File: src/rtl/bitmap_index_scanner_pkg.sv
// bitmap_index_scanner_pkg: shared scanner state type and index-width helper
package bitmap_index_scanner_pkg;

    typedef enum logic {IDLE, SCAN} state_t;

    function automatic int idx_w(input int w);
        return $clog2(w) + 1;
    endfunction

endpackage

File: src/rtl/bitmap_index_scanner_tz_count.sv
// tz_count: trailing-zero count of a word, DATA_WIDTH for an all-zero word
module tz_count
    import bitmap_index_scanner_pkg::*;
#(
    parameter int DATA_WIDTH = 32
) (
    input  logic [DATA_WIDTH-1:0]          d,
    output logic [idx_w(DATA_WIDTH)-1:0]   count
);

    localparam int IW = idx_w(DATA_WIDTH);

    // scan from the top so the lowest set bit wins
    always_comb begin
        count = IW'(DATA_WIDTH);
        for (int i = DATA_WIDTH - 1; i >= 0; i--)
            if (d[i]) count = IW'(i);
    end

endmodule

File: src/rtl/bitmap_index_scanner.sv
// bitmap_index_scanner: emits set-bit indices of each word lowest first; BITMAP_SCAN_EMPTY_REPORT_EN reports empty words
module bitmap_index_scanner
    import bitmap_index_scanner_pkg::*;
#(
    parameter int DATA_WIDTH = 32
) (
    input  logic                          clk,
    input  logic                          reset,
    input  logic                          in_valid,
    output logic                          in_ready,
    input  logic [DATA_WIDTH-1:0]         din,
    output logic                          out_valid,
    input  logic                          out_ready,
    output logic [idx_w(DATA_WIDTH)-1:0]  dout,
    output logic                          out_last,
    output logic                          busy
);

    state_t                  state, state_n;
    logic [DATA_WIDTH-1:0]   rem, rem_n, rem_clr;
    logic [idx_w(DATA_WIDTH)-1:0] tz;
    logic                    single, accept, xfer;

    tz_count #(.DATA_WIDTH(DATA_WIDTH)) u_tz (.d(rem), .count(tz));

    assign rem_clr   = rem & (rem - 1'b1);
    assign single    = (rem_clr == '0);
    assign busy      = (state == SCAN);
    assign out_valid = busy;
    assign dout      = busy ? tz : '0;
    assign in_ready  = !busy || (out_ready && out_last);
    assign accept    = in_valid && in_ready;
    assign xfer      = out_valid && out_ready;

`ifdef BITMAP_SCAN_EMPTY_REPORT_EN
    logic empty, empty_n;

    assign out_last = busy && (empty || single);

    // next state: a new word takes priority over retiring the current beat
    always_comb begin
        state_n = state;
        rem_n   = rem;
        empty_n = empty;
        if (accept) begin
            state_n = SCAN;
            rem_n   = din;
            empty_n = (din == '0);
        end else if (xfer) begin
            state_n = out_last ? IDLE : SCAN;
            rem_n   = rem_clr;
            empty_n = 1'b0;
        end
    end

    // state, pending bits and empty flag registers
    always_ff @(posedge clk) begin
        if (reset) begin
            state <= IDLE;
            rem   <= '0;
            empty <= 1'b0;
        end else begin
            state <= state_n;
            rem   <= rem_n;
            empty <= empty_n;
        end
    end
`else
    assign out_last = busy && single;

    // next state: a new word takes priority; an empty word is dropped silently
    always_comb begin
        state_n = state;
        rem_n   = rem;
        if (accept) begin
            state_n = (din != '0) ? SCAN : IDLE;
            rem_n   = din;
        end else if (xfer) begin
            state_n = out_last ? IDLE : SCAN;
            rem_n   = rem_clr;
        end
    end

    // state and pending bits registers
    always_ff @(posedge clk) begin
        if (reset) begin
            state <= IDLE;
            rem   <= '0;
        end else begin
            state <= state_n;
            rem   <= rem_n;
        end
    end
`endif

endmodule

File: config.mk
export PLATFORM = sky130hd
export DESIGN_NAME = bitmap_index_scanner
export DESIGN_NICKNAME = d
export VERILOG_FILES = /design/src/rtl/bitmap_index_scanner_pkg.sv /design/src/rtl/bitmap_index_scanner_tz_count.sv /design/src/rtl/bitmap_index_scanner.sv
export SDC_FILE = /design/constraint.sdc
export NUM_CORES = 1
export LEC_CHECK = 0
export ABC_AREA = 1
export CAP_MARGIN = 10
export CORE_ASPECT_RATIO = 1.75
export CORE_MARGIN = 4
export CORE_UTILIZATION = 58
export CTS_BUF_LIST = sky130_fd_sc_hd__clkbuf_4 sky130_fd_sc_hd__clkbuf_8
export CTS_CLUSTER_DIAMETER = 40
export CTS_CLUSTER_SIZE = 14
export DETAILED_ROUTE_END_ITERATION = 10
export HOLD_SLACK_MARGIN = 0.03
export PLACE_DENSITY_LB_ADDON = 0.1
export SLEW_MARGIN = 20
export SYNTH_ARGS = -nofsm -noshare
export SYNTH_HDL_FRONTEND = slang
export SYNTH_SLANG_ARGS = --single-unit
File: constraint.sdc
create_clock -name clk -period 6.1 [get_ports clk]
set_input_delay 0.915 -clock clk [delete_from_list [all_inputs] [get_ports clk]]
set_output_delay 0.915 -clock clk [all_outputs]
set_load 0.05 [all_outputs]
# Yosys cells after proc, flatten, opt, wreduce, memory -nomap -nowiden
# Cells that the tools add are included.
[totals]
input_bits = 36
output_inout_bits = 10
register_bits = 33
word_cells = 52
[op_classes]
n_reduce_logical = 9
n_mux = 39
n_addsub = 1
n_bitwise = 1
[op_table]
columns = ["op", "count"]
rows = [
  ["$mux W6", 33],
  ["$mux W32", 2],
  ["$and A32 B32 Y32", 1],
  ["$logic_not A32 Y1", 1],
  ["$reduce_bool A32 Y1", 1],
  ["$sub A32 B1 Y32 const B", 1],
  ["$logic_and A1 B1 Y1", 4],
  ["$mux W1", 4],
  ["$reduce_bool A2 Y1", 1],
  ["$logic_not A1 Y1", 1],
  ["$logic_or A1 B1 Y1", 1],
]

# Longest topological paths before layout
# Gate-level depths: netlist of the first run.
[logic_depth]
ltp_word = 33
ltp_mapped = 31
depth_no_buf = 31

# Cells and area by module
# Synthesis of the first run repeated with hierarchy kept, for this count alone.
[unflattened]
cells_unflattened = 557
hier_area_um2 = 3001.6
[by_module_without_submodules]
columns = ["mod", "seq_area_each_um2", "cells_per_inst", "n_inst", "area_each_um2"]
rows = [
  ["bitmap_index_scanner", 660.6, 447, 1, 2552.4],
  ["tz_count", 0.0, 110, 1, 449.2],
]

# Worst setup path after synthesis of the first run
# No wires, ideal clock.
[synth_timing]
path_kind = "reg2out"
from = "register state (netlist: busy)"
to = "output out_last"
path_buffers = 1
slack_ns = 2.740
path_stages_with_launch = 10
required_ns = 5.185
arrival_time_ns = 2.445
path_cell_list = "dfxtp_1 clkbuf_1 nand4_1 nor2_1 nand3_1 nor4b_1 nand4_1 nor4_1 nand3b_1 nor2_1"
[synth_between]
elab_chain_cells = 1
[synth_lines]
columns = ["item", "line", "rtl"]
rows = [
  ["start, declared", "bitmap_index_scanner.sv:19", "state_t state, state_n;"],
  ["start signal, assigned", "bitmap_index_scanner.sv:90", "state <= state_n;"],
  ["$logic_and A1 B1 Y1", "bitmap_index_scanner.sv:69", "assign out_last = busy && single;"],
  ["end, declared", "bitmap_index_scanner.sv:15", "output logic out_last,"],
]
# Every way passes these cells.

# Worst setup path in the final report of the first run
[layout_timing]
from = "register rem[4]"
to = "output out_last"
[layout_between]
elab_chain_cells = 4
[layout_lines]
columns = ["item", "line", "rtl"]
rows = [
  ["start, declared", "bitmap_index_scanner.sv:20", "logic [DATA_WIDTH-1:0] rem, rem_n, rem_clr;"],
  ["start signal, assigned", "bitmap_index_scanner.sv:91", "rem <= rem_n;"],
  ["$sub A32 B1 Y32", "bitmap_index_scanner.sv:26", "assign rem_clr = rem & (rem - 1'b1);"],
  ["$and A32 B32 Y32 (*)", "bitmap_index_scanner.sv:26", ""],
  ["$logic_not A32 Y1 (*)", "bitmap_index_scanner.sv:27", "assign single = (rem_clr == '0);"],
  ["$logic_and A1 B1 Y1 (*)", "bitmap_index_scanner.sv:69", ""],
]
# Mark *: on every way between the ends. The rest lies on a longest branch, timed or not.

==> metrics.txt, run 1 <==
status completed; xor and xnor area share after synthesis 0%; syn avg cell area 6.02 sq um; Worst setup EP type output pin; overall routing resource usage 27.2%; initial DRC count 194; Core ar. 4110 sq um; cts bufs inserted 5; Worst EP required 5180 ps; Max Fanout on Critical Path 4; Post-Syn Nets 442; mux cell area share after synthesis 0%; peak supply drop 0.217 mV; RSZ-0062 raised after global routing no; Lkg Pwr 0.00122 uW; Synth Cell Area 2440 sq um; area leader, netlist dfxtp_1; CTS Root Buffer Type clkbuf_8; fin. max-slew vios 0; Reg power frac 33.7%; arrival time worst endpoint 3360 ps; register area share after synthesis 27.0%; DRC viols 0; most frequent cells in the layout nand2_1 (105), a21oi_1 (60), clkdlybuf4s50_1 (45), inv_1 (44), dfxtp_1 (33); clock latency at the later pin of the worst-skew pair 280 ps; Int Power 454 uW; IO Pins 46; Synth Area in Compound Gates 25.2%; Worst Hold Class flop to flop; Die ar. 5350 sq um; Tot Pwr 779 uW; Setup violations, final 0; vias per cell 5.74; largest net degree at the start of global routing 62; first-pass GRT wire length 11,700 um; largest cells by area after synthesis dfxtp_1 (27%), nand2_1 (16%), a21oi_1 (12%); Logic pwr share 43.9%; critical path's most frequent cell nand2_1; crit start category flop; Synth Register Bits 33; Finished Cell Area 2980 sq um; HPWL after detailed placement 5200 um; WL final 7020 um; Max clock buf depth 2; Die W 57.1 um; Primary FF master, synth dfxtp_1; initial antenna violation count 0; buffers added on ports 45; die height 93.8 um; Sw Ratio 41.8%; R2R Setup Slk 2960 ps; Sw Pwr 326 uW; area delta synth->final 22.0%; Slew HR 60.9%; max cap viols 0; post-synth top area share 27.0%; routed via count 2,830; share of layout cells above drive strength 1 7.66%; wire per inst 14.2 um; largest family of logic cells by synthesized area simple AND/OR/NAND/NOR gates; period utilization 70.1%; YS warnings 0; fill count 349; FFs w/ async S/R, synth 0%; CP max stage cell clkdlybuf4s50_1; Layout Nets 479; crit-path cells nor2_2 -> nand2_2 -> nor2_4 -> nand2_1 -> o21ai_0 -> nand2_1 -> nor4b_1 -> nand4_1 -> nor4_1 -> nand3b_1 -> nor2_1 -> clkdlybuf4s50_1; Synth cell types 35; cell row count 31; Pwr Density 261 nW/um^2; clock skew 5.61 ps; number of flops mapped to enable cells by yosys 0; TritonCTS clock tree yes; vias in the first global route 2,758; post-cts resize count 0; Setup Fix Bufs, Post-CTS 0; Routed Antenna Nets 0; Final Hold Vio Count 0; Placer Congestion 0.967; Clock power frac 22.5%; highest clock rate 0.234 GHz; Synth Instances 406; Tightest Pin Transition 586 ps; critical path class flop to output pin; Simple-Gate Fraction of Synth Area 36.1%; Diodes inserted 0; drt pass-1 iters 5; H-tree levels 2; gr ovfl total 0; clk slew on worst S/H paths 70 ps; clock sink count 33; adder-cell area share of the yosys netlist 0%; most common cell after layout, fill and taps aside nand2_1; minimum clock period 4270 ps; starting density of the core 59.4%; Fin Setup TNS 0 ps; CP max stage delay 810 ps; Placed Area 2890 sq um; Hold-fix buffers, CTS 0
routing by layer:
metal | vias to the layer above | part of all wire [%] | track usage (%)
li1 | 1437 | - | -
met1 | 1259 | 40 | 30.4
met2 | 100 | 51 | 47.5
met3 | 34 | 4.2 | 3.30
met4 | 0 | 5.1 | 17.4
met5 | - | 0 | 0
critical path: cells and delay by family, from the launching register on:
family	cells	cell delay (ps)
AND/OR/NAND/NOR	10	1520
buffers and inverters	1	810
AO/OA/AOI/OAI	1	410
flip-flops	1	340
power groups by stage:
stage,Combinational (uW),Sequential (uW),Clock (uW)
2_1_floorplan,249,261,0
3_3_place_gp,332,265,0
3_5_place_dp,335,266,0
4_1_cts,338,261,175
5_1_grt,382,266,186
6_report,342,262,175
kinds of logic (layout without fill, tap and decap cells):
group           count (synthesis)  in the layout
compound gates                114            114
buf+inv                        68            106
flops                          33             33
simple gates                  191            191
registers in the layout, indices dropped and copies added (netlist names):
signal,cells
rem,32
busy,1
worst paths after layout:
| kind | start | cells past startpoint | to |
|---|---|---|---|
| setup / recovery | rem[4] | 12 | out_last |
| hold / removal | rem[15] | 2 | rem[15] |
| setup reg to reg | rem[8] | 19 | rem[28] |
| hold reg to reg | rem[15] | 2 | rem[15] |
Yosys cell counts, types with 2 or more instances:
library cell  number
o211ai_1          10
a21oi_1           60
dfxtp_1           33
clkbuf_1          11
nor3_1             4
nor2_1            32
inv_1             44
nand4_1            8
nor4_1            10
nand2_2            3
nand3b_1           4
o21ai_0           12
o21ai_1           24
o31ai_1            4
buf_6              3
nand3_1            8
inv_2              5
a211oi_1           2
or2_0              2
nor2_2             7
nor2_4             2
nand2_1          105
layout make-up:
type                       count  area, sq um  share of cell area [%]
multi-input combinational    305         1510                    50.6
clock buffer                   8         91.3                    3.06
timing repair buffer          47          465                    15.6
tap                           49         61.3                    2.06
sequential                    33          661                    22.2
inverter                      51          193                    6.47
through the flow:
| step | utilization (%) | setup slack, ps | std cells | hold slack, ps |
|---|---|---|---|---|
| after floorplan | - | 2740 | 406 | 458 |
| after global placement | 70.3 | 2240 | 485 | 470 |
| after detailed placement | 70.3 | 2210 | 485 | 477 |
| after CTS | 72.5 | 1890 | 493 | 487 |
| after global routing | 72.5 | 1590 | 493 | 509 |
| final | 72.5 | 1830 | 493 | 492 |
Power figures use the tool's default switching activity.
==> inputs of run 2 (changes only) <==
Settings changed: CORE_UTILIZATION 58 to 49.
Clock period 6.1 ns to 3.73 ns, I/O delays scaled along.
==> run 2 against run 1 <==
Power grew 65%. Wire length increased by 2.8%. Clock skew hardly changed. Non-clock buffer count increased by 7. Hold slack lost 2.0 ps. Clock-buffer cell count down 1. Cell count rose by 1.8%. Design area is 1.8% higher. Global-route usage down 2.7 points. Combinational power increased by 67%. First-iteration DRC count shrank 25%. Largest cell class unchanged. Highest routed layer unchanged.
==> metrics.txt, run 2 (synthesis results as in run 1) <==
max cap viols 0 (unchanged); Die W 61.4 um (+7.6%); most frequent cells in the layout nand2_1 (105), a21oi_1 (60), inv_1 (44), clkdlybuf4s50_1 (42), dfxtp_1 (33); DRC viols 0 (unchanged); initial antenna violation count 0 (unchanged); minimum clock period 3400 ps; peak supply drop 0.296 mV (+37%); H-tree levels 2 (unchanged); Worst Hold Class flop to flop; highest clock rate 0.294 GHz; Diodes inserted 0 (unchanged); Largest Register rem; Tightest Pin Transition 613 ps (+26.9 ps); routed via count 2,843 (+0.46%); clock skew 5.79 ps (+0.176 ps); Worst EP required 3170 ps (-2010 ps); Lkg Pwr 0.00126 uW (+3.1%); RSZ-0062 raised after global routing no; Fin Setup TNS 0 ps (unchanged); arrival time worst endpoint 2840 ps (-520 ps); gr ovfl total 0 (unchanged); share of layout cells above drive strength 1 9.33% (+1.7 points); Die ar. 6220 sq um (+16%); worst hold margin 490 ps (-1.99 ps); Layout Nets 486 (+1.5%); CP max stage cell dfxtp_1; IO Pins 46 (unchanged); WL final 7210 um (+2.8%); Placer Congestion 0.939 (-2.9%); vias in the first global route 2,587 (-6.2%); Setup Fix Bufs, Post-CTS 0 (unchanged); largest net degree at the start of global routing 62 (unchanged); Final Hold Vio Count 0 (unchanged); TritonCTS clock tree yes; first-pass GRT wire length 11,700 um (unchanged); Max Fanout on Critical Path 5 (+1); vias per cell 5.66 (-1.3%); Pwr Density 424 nW/um^2 (+62%); starting density of the core 51.4% (-8.0 points); Worst setup EP type output pin; overall routing resource usage 24.5% (-2.7 points); initial DRC count 145 (-25%); cell row count 33 (+6.5%); status completed; area delta synth->final 24.2%; CTS Root Buffer Type clkbuf_8; most common cell after layout, fill and taps aside nand2_1; Setup violations, final 0 (unchanged); pre-CTS WS 426 ps (-1780 ps); Slew HR 59.1% (-1.8 points); wire per inst 14.4 um (+0.96%); CP max stage delay 350 ps (-460 ps); critical path class flop to output pin; post-cts resize count 0 (unchanged); drt pass-1 iters 5 (unchanged); buffers added on ports 45 (unchanged); clock latency at the later pin of the worst-skew pair 290 ps (about the same); Max clock buf depth 2 (unchanged); cts bufs inserted 5 (unchanged); HPWL after detailed placement 5420 um (+4.3%); clock sink count 33 (unchanged); Routed Antenna Nets 0 (unchanged); worst setup margin 330 ps (-1500 ps); die height 101 um (+8.0%); crit-path cells nor2_2 -> nand3_2 -> nor2_4 -> nand2_1 -> o21ai_0 -> buf_4 -> nand2_1 -> nor4b_1 -> nand4_1 -> nor4_1 -> nand3b_1 -> nor2_1 -> buf_4; Hold-fix buffers, CTS 0 (unchanged); period utilization 91.2%; flip-flop count of the largest register after layout 32 (unchanged); fin. max-slew vios 0 (unchanged); fill count 463 (+33%); clk slew on worst S/H paths 70 ps (about the same); Core ar. 4750 sq um (+15%); crit start category flop
## run 2: layer usage
| layer | share of wire [%] | wire length, um | vias up | global-route usage (%) |
|---|---|---|---|---|
| met5 | 0 | 0 | - | 0 |
| met1 | 39 | 2840 | 1281 | 28.0 |
| li1 | - | - | 1450 | - |
| met3 | 5.0 | 363 | 22 | 3.57 |
| met4 | 4.1 | 296 | 0 | 12.6 |
| met2 | 52 | 3720 | 90 | 42.4 |
## run 2: through the flow
stage               instances  total power [uW]  util [%]  cell area (sq um)
floorplan                 406               834         -               2440
global placement          495               996      61.9               2940
detailed placement        495              1000      61.9               2940
CTS                       502              1290      63.8               3030
global route              502              1380      63.9               3030
finish                    502              1290      63.9               3030
## run 2: area by class of cell
class                      count  area, sq um  area share, %
multi-input combinational    305         1510           49.8
sequential                    33          661           21.8
timing repair buffer          54          515           17.0
inverter                      51          193           6.35
clock buffer                   7         90.1           2.97
tap                           52         65.1           2.15
## run 2: worst max-delay path: cells and delay by family, from the launching register on
kind	cells	cell delay (ps)
and+or+nand+nor	10	1430
AOI/OAI and AO/OA	1	350
DFF	1	350
buffers and inverters	2	410
## run 2: path summary, 6_finish.rpt
check	cells after the start	slack [ps]	start	endpoint
worst max register to register	18	730	rem[2]	rem[4]
worst min-delay path	2	490	rem[15]	rem[15]
worst max-delay path	13	330	rem[2]	out_last
worst min register to register	2	490	rem[15]	rem[15]
## run 2: report_power, final
group	total (uW)	switching (uW)	internal [uW]	leakage, uW
Clock	285	132	154	0.0000477
Combinational	571	360	211	0.000940
Sequential	430	43.4	386	0.000271
Total	1290	535	751	0.00126
==> inputs of run 3 (changes only) <==
Settings changed: GPL_ROUTABILITY_DRIVEN from default to 0.
==> results of run 3 <==
Same layout as run 2: the final DEF is identical, and so are final timing and power.
